### src/rtl/lcd_pkg.sv
// Shared definitions for the LCD grid streamer: FSM states, panel constants
// and the occupancy-table indexing helper.
package lcd_pkg;

    typedef enum logic [1:0] {
        ST_IDLE,
        ST_LATCH,
        ST_GEN,
        ST_HOLD
    } state_e;

    localparam int LCD_WIDTH     = 128;
    localparam int LCD_NUM_PAGES = 8;
    localparam int LCD_HALF_W    = LCD_WIDTH / 2;

    function automatic int cell_index(input int gy, input int gx, input int cols);
        return gy * cols + gx;
    endfunction

endpackage

### src/rtl/lcd_page_byte.sv
// Combinational (page, x) -> 8-pixel column byte from the shadowed grid.
// Optional macro GRID_BORDER_EN draws a 1-pixel frame around the grid.
module lcd_page_byte
    import lcd_pkg::*;
#(
    parameter int GRID_ROWS  = 10,
    parameter int GRID_COLS  = 10,
    parameter int CELL_SHIFT = 2,
    parameter int X_OFF      = 32,
    parameter int Y_OFF      = 8,
    parameter int LCD_W      = LCD_WIDTH,
    parameter int LCD_PAGES  = LCD_NUM_PAGES
) (
    input  logic [GRID_ROWS*GRID_COLS-1:0] shadow,
    input  logic                           invert,
    input  logic [$clog2(LCD_PAGES)-1:0]   page,
    input  logic [$clog2(LCD_W)-1:0]       x,
    output logic [7:0]                     byte_out
);

    localparam int N  = GRID_ROWS * GRID_COLS;
    localparam int IW = $clog2(N);
    localparam int XW = $clog2(LCD_W);
    localparam int YW = $clog2(LCD_PAGES) + 3;

    // The extra top bit of dx/dy flags a pixel left of / above the grid.
    function automatic logic pixel_lit(input logic [N-1:0] tbl,
                                       input logic [YW-1:0] py,
                                       input logic [XW-1:0] px);
        logic [XW:0] dx;
        logic [YW:0] dy;
        int          gx;
        int          gy;
        logic        lit;
        dx  = {1'b0, px} - (XW+1)'(X_OFF);
        dy  = {1'b0, py} - (YW+1)'(Y_OFF);
        gx  = int'(dx >> CELL_SHIFT);
        gy  = int'(dy >> CELL_SHIFT);
        lit = 1'b0;
        if (!dx[XW] && !dy[YW] && gx < GRID_COLS && gy < GRID_ROWS)
            lit = tbl[IW'(cell_index(gy, gx, GRID_COLS))];
`ifdef GRID_BORDER_EN
        begin
            int xi, yi, x_lo, x_hi, y_lo, y_hi;
            xi   = int'(px);
            yi   = int'(py);
            x_lo = X_OFF - 1;
            x_hi = X_OFF + (GRID_COLS << CELL_SHIFT);
            y_lo = Y_OFF - 1;
            y_hi = Y_OFF + (GRID_ROWS << CELL_SHIFT);
            if (((xi == x_lo || xi == x_hi) && yi >= y_lo && yi <= y_hi) ||
                ((yi == y_lo || yi == y_hi) && xi >= x_lo && xi <= x_hi))
                lit = 1'b1;
        end
`endif
        return lit;
    endfunction

    logic [7:0] lit_byte;

    always_comb begin
        lit_byte = '0;
        for (int b = 0; b < 8; b++)
            lit_byte[b] = pixel_lit(shadow, {page, 3'(b)}, x);
        byte_out = lit_byte ^ {8{invert}};
    end

endmodule

### src/rtl/lcd_grid_streamer.sv
// Streams one full LCD frame of page bytes rendered from a snapshotted grid.
// Optional macro GRID_BORDER_EN (in lcd_page_byte) adds a grid border.
module lcd_grid_streamer
    import lcd_pkg::*;
#(
    parameter int GRID_ROWS  = 10,
    parameter int GRID_COLS  = 10,
    parameter int CELL_SHIFT = 2,
    parameter int X_OFF      = 32,
    parameter int Y_OFF      = 8,
    parameter int LCD_W      = LCD_WIDTH,
    parameter int LCD_PAGES  = LCD_NUM_PAGES
) (
    input  logic                           clk,
    input  logic                           rst,
    input  logic [GRID_ROWS*GRID_COLS-1:0] game_table,
    input  logic                           change,
    input  logic                           invert,
    input  logic                           en_tran,
    output logic [7:0]                     data_out,
    output logic                           data_valid,
    output logic [$clog2(LCD_PAGES)-1:0]   page,
    output logic [$clog2(LCD_W)-2:0]       col_addr,
    output logic                           cs_sel,
    output logic                           busy,
    output logic                           frame_done
);

    localparam int N  = GRID_ROWS * GRID_COLS;
    localparam int XW = $clog2(LCD_W);
    localparam int PW = $clog2(LCD_PAGES);

    state_e         state_q, state_d;
    logic [N-1:0]   shadow_q, shadow_d;
    logic           invert_q, invert_d;
    logic [XW-1:0]  x_q, x_d;
    logic [PW-1:0]  page_q, page_d;
    logic [7:0]     data_q, data_d;
    logic           valid_q, valid_d;
    logic           pending_q, pending_d;
    logic           done_q, done_d;
    logic [7:0]     gen_byte;

    lcd_page_byte #(
        .GRID_ROWS (GRID_ROWS),
        .GRID_COLS (GRID_COLS),
        .CELL_SHIFT(CELL_SHIFT),
        .X_OFF     (X_OFF),
        .Y_OFF     (Y_OFF),
        .LCD_W     (LCD_W),
        .LCD_PAGES (LCD_PAGES)
    ) u_page_byte (
        .shadow  (shadow_q),
        .invert  (invert_q),
        .page    (page_q),
        .x       (x_q),
        .byte_out(gen_byte)
    );

    always_comb begin
        // NOTE: every _d gets its hold value first so no path infers a latch.
        state_d   = state_q;
        shadow_d  = shadow_q;
        invert_d  = invert_q;
        x_d       = x_q;
        page_d    = page_q;
        data_d    = data_q;
        valid_d   = valid_q;
        pending_d = pending_q;
        done_d    = 1'b0;
        case (state_q)
            ST_IDLE: begin
                if (change || pending_q) state_d = ST_LATCH;
            end
            ST_LATCH: begin
                shadow_d  = game_table;
                invert_d  = invert;
                x_d       = '0;
                page_d    = '0;
                pending_d = 1'b0;
                state_d   = ST_GEN;
            end
            ST_GEN: begin
                data_d  = gen_byte;
                valid_d = 1'b1;
                state_d = ST_HOLD;
            end
            ST_HOLD: begin
                if (en_tran) begin
                    valid_d = 1'b0;
                    state_d = ST_GEN;
                    if (x_q == XW'(LCD_W - 1)) begin
                        x_d = '0;
                        if (page_q == PW'(LCD_PAGES - 1)) begin
                            page_d  = '0;
                            done_d  = 1'b1;
                            state_d = ST_IDLE;
                        end else begin
                            page_d = page_q + 1'b1;
                        end
                    end else begin
                        x_d = x_q + 1'b1;
                    end
                end
            end
            default: state_d = ST_IDLE;
        endcase
        // A request seen while busy (LATCH included) queues exactly one more frame.
        if (state_q != ST_IDLE && change) pending_d = 1'b1;
    end

    // NOTE: sequential state uses non-blocking assignments only; the shadow is
    // plain flops, so it is reset along with everything else.
    always_ff @(posedge clk or posedge rst) begin
        if (rst) begin
            state_q   <= ST_IDLE;
            shadow_q  <= '0;
            invert_q  <= 1'b0;
            x_q       <= '0;
            page_q    <= '0;
            data_q    <= '0;
            valid_q   <= 1'b0;
            pending_q <= 1'b0;
            done_q    <= 1'b0;
        end else begin
            state_q   <= state_d;
            shadow_q  <= shadow_d;
            invert_q  <= invert_d;
            x_q       <= x_d;
            page_q    <= page_d;
            data_q    <= data_d;
            valid_q   <= valid_d;
            pending_q <= pending_d;
            done_q    <= done_d;
        end
    end

    assign data_out   = data_q;
    assign data_valid = valid_q;
    assign page       = page_q;
    assign col_addr   = x_q[XW-2:0];
    assign cs_sel     = x_q[XW-1];
    assign busy       = (state_q != ST_IDLE);
    assign frame_done = done_q;

endmodule
### config.mk
export PLATFORM = sky130hd
export DESIGN_NAME = lcd_grid_streamer
export DESIGN_NICKNAME = d
export VERILOG_FILES = /design/src/rtl/lcd_pkg.sv /design/src/rtl/lcd_page_byte.sv /design/src/rtl/lcd_grid_streamer.sv
export SDC_FILE = /design/constraint.sdc
export NUM_CORES = 1
export LEC_CHECK = 0
export CAP_MARGIN = 20
export CELL_PAD_IN_SITES_DETAIL_PLACEMENT = 0
export CELL_PAD_IN_SITES_GLOBAL_PLACEMENT = 2
export CORE_MARGIN = 1
export CORE_UTILIZATION = 41
export CTS_CLUSTER_SIZE = 25
export DETAILED_ROUTE_END_ITERATION = 8
export MAX_ROUTING_LAYER = met4
export PLACE_DENSITY_LB_ADDON = 0.1
export SETUP_SLACK_MARGIN = 0.4
export SLEW_MARGIN = 20
export SYNTH_ARGS = -nofsm -noshare
export SYNTH_HDL_FRONTEND = slang
export SYNTH_HIERARCHICAL = 1
export SYNTH_SLANG_ARGS = --single-unit
### constraint.sdc
create_clock -name clk -period 7.5 [get_ports clk]
set_clock_uncertainty 0.1 [all_clocks]
set_input_delay 1.5 -clock clk [delete_from_list [all_inputs] [get_ports clk]]
set_output_delay 1.5 -clock clk [all_outputs]
set_load 0.01 [all_outputs]
==> results.json <==
{
  "status": "complete, no violations",
  "synthCells": 550,
  "synth_top_family_by_area": "multiplexers",
  "synthTopCellsByCount": "dfrtp_1 (124), mux2_4 (90), mux4_2 (33)",
  "htreeDepth": 4,
  "startpoint_type": "flip-flop",
  "syn2layout_area_growth_pct": 22.5,
  "report.final.slew_viol_count": 0,
  "yosysSeqAreaShare": 0.394,
  "synthAdderAreaFrac": 0.0372,
  "cts-resized-gates": 0,
  "hp-class": "flip-flop to flip-flop",
  "antenna_left": 0,
  "synthSimpleGateAreaFrac": 0.0590,
  "worstPathArrival_ns": 4.45,
  "postSynthRegisterBits": 124,
  "cts_num_sinks": 124,
  "dr.max_layer_used": "met4",
  "p_switching_mw": 1.18,
  "dp_hpwl_mm": 12.9,
  "drt_drc_violations_left": 0,
  "diodes": 0,
  "yosysTopAreaCell": "dfrtp_1",
  "cts_setup_buffers": 0,
  "tns_ns": 0,
  "synth.most_common_cell": "dfrtp_1",
  "drt_pass1_iterations": 4,
  "critPathKind": "flip-flop to flip-flop",
  "rsz0062_at_grt": "false",
  "synth.avg_cell_area_um2": 14.3,
  "coreArea_um2": 18800,
  "synth_edf_count": 0,
  "cts_buffer_depth": 2,
  "power_frac_seq": 0.297,
  "relSlewSlack": 0.241,
  "die_width_um": 141,
  "cp-end-kind": "flip-flop",
  "path_max_fanout": 9,
  "layout.cells.non_filler": 905,
  "dr_total_vias": 4979,
  "wl_per_cell_um": 20.3,
  "synth-warning-count": 6,
  "antenna_found_initial": 0,
  "io_pins": 126,
  "drt_iter0_markers": 357,
  "fin_crit_sh": 0.568,
  "avgViaCountPerCell": 5.50,
  "cts_tree": "yes",
  "clkLatencyLatePin_ns": 0.42,
  "setup_violations": 0,
  "cts_made_buffers": 17,
  "wirelength_met1_mm": 8.48,
  "yosys.cell_types.count": 73,
  "ys_top_cells_by_area": "dfrtp_1 (39%), mux2_4 (17%), mux4_2 (9.4%)",
  "p_int_mw": 2.24,
  "async_flop_share": 1.00,
  "drv_cap": 0,
  "mappedNetlistArea_um2": 7870,
  "ctsHoldBuffers": 0,
  "synth_top_area_share": 0.394,
  "grt_util_all_layers": 0.204,
  "syn-num-nets": 676,
  "p_leak_nw": 4.31,
  "p_comb_frac": 0.450,
  "final_nets": 784,
  "rows": 50,
  "grt_pass1_vias": 5276,
  "synth_xor_area_frac": 0.0192,
  "ir_drop_mv": 0.148,
  "critPathRequiredTime_ns": 7.70,
  "max_freq_mhz": 235,
  "hold_viol": 0,
  "fin_crit_ns": 4.26,
  "place.gp.congestion": 0.831,
  "drive_gt1_frac": 0.285,
  "totalWireLength_mm": 18.3,
  "die_h_um": 141,
  "grt_max_degree": 102,
  "synth.area.mux_share": 0.356,
  "dr_wl_met3_um": 605,
  "dieArea_um2": 19800,
  "overflow": 0,
  "io_buffer_count": 125,
  "cts.clk_slew.worst_paths_ns": 0.06,
  "fin_util": 0.514,
  "start_util": 0.419,
  "cts-root-buf": "clkbuf_16",
  "grt_pass1_wl_mm": 29.8,
  "placed_cells": 873,
  "ys.flop_type": "dfrtp_1",
  "swShare": 0.345,
  "tightest_slew_ns": 1.14,
  "p_per_area_nw_per_um2": 354,
  "clkPwrFrac": 0.253,
  "wl_met2_mm": 9.16,
  "synth-compound-area-share": 0.0675
}
[state kept, by name, indices dropped and copies added (netlist names)]
register	cells
frame_done	1
pending_q	1
state_q	2
data_valid	1
page	3
shadow_q	100
data_out	8
x_q	7
invert_q	1
[per-layer routing]
metal	track usage	vias up
met4	0.0481	0
met2	0.325	104
met5	-	-
li1	-	2318
met1	0.270	2549
met3	0.0408	8
[placed cells by master, fill, tap and decap left out, drive strengths merged, types with 3 or more instances in the layout]
cell type and n:
clkdlybuf4s50 125, dfrtp 124, mux2 110, mux4 43, inv 26, mux2i 22
nand2 21, clkbuf 19, ha 17, nor2 12, a21oi 10, nand3 9
xnor2 8, a22oi 7, nand4 7, nand2b 6, a21o 6, nor2b 6
a2111oi 6, o21ai 5, xor2 5, clkinv 5, and3 4, nand3b 4
fa 4, a21boi 4, nor3 4, buf 4, and2 3, o211ai 3
bufinv 3, a31oi 3, a311oi 3, a41oi 3, a221oi 3
[stage by stage]
step                      hold slack [ns]  power, mW  setup WS [ns]  area [um2]
after floorplan                     0.379       2.18           2.60        7870
after global placement              0.365       2.55           3.40        9020
after detailed placement            0.367       2.57           3.25        9020
after CTS                           0.392       3.46           3.24        9640
after global routing                0.411       3.63           2.92        9640
final                               0.393       3.42           3.24        9640
[critical path, cell delays in order (launching register included)]
cell	delay (ns)
dfrtp_1	0.52
inv_1	0.14
ha_1	0.26
xor2_1	0.18
ha_1	0.32
ha_1	0.14
inv_1	0.05
fa_1	0.48
inv_1	0.04
ha_1	0.34
a21o_1	0.21
or3_1	0.39
a221oi_1	0.37
a221oi_2	0.13
xnor2_1	0.18
mux2_2	0.28
[power by group through the flow]
stage          sequential, mW  clock [mW]  combinational [mW]
2_1_floorplan           0.969           0                1.21
3_3_place_gp             1.02           0                1.53
3_5_place_dp             1.03           0                1.55
4_1_cts                  1.02       0.887                1.56
5_1_grt                  1.04       0.922                1.66
6_report                 1.01       0.866                1.54
[cell type report]
type	instances	area, um2
tap	234	293
inverter	21	81.3
clock buffer	19	443
clock inverter	13	176
timing repair buffer	129	1280
fill	1599	9130
sequential	124	3110
multi-input combinational	365	4260
[path summary, 6_finish.rpt]
check / to / cells past startpoint / slack [ns] / from
worst max-delay path: data_out[4] / 15 / 3.24 / page[0]
worst min-delay path: data_valid / 1 / 0.39 / data_valid
worst max register to register: data_out[4] / 15 / 3.24 / page[0]
worst min register to register: data_valid / 1 / 0.39 / data_valid
max in group asynchronous: shadow_q[13] / 3 / 4.74 / rst
min in group asynchronous: shadow_q[76] / 2 / 1.39 / rst
[kinds of logic after synthesis]
group	after synthesis
compound gates	70
xor+xnor	14
fa+ha+maj	21
buf+inv	61
flops	124
mux	175
simple gates	85
No activity file was read; power rests on OpenSTA's default activity.
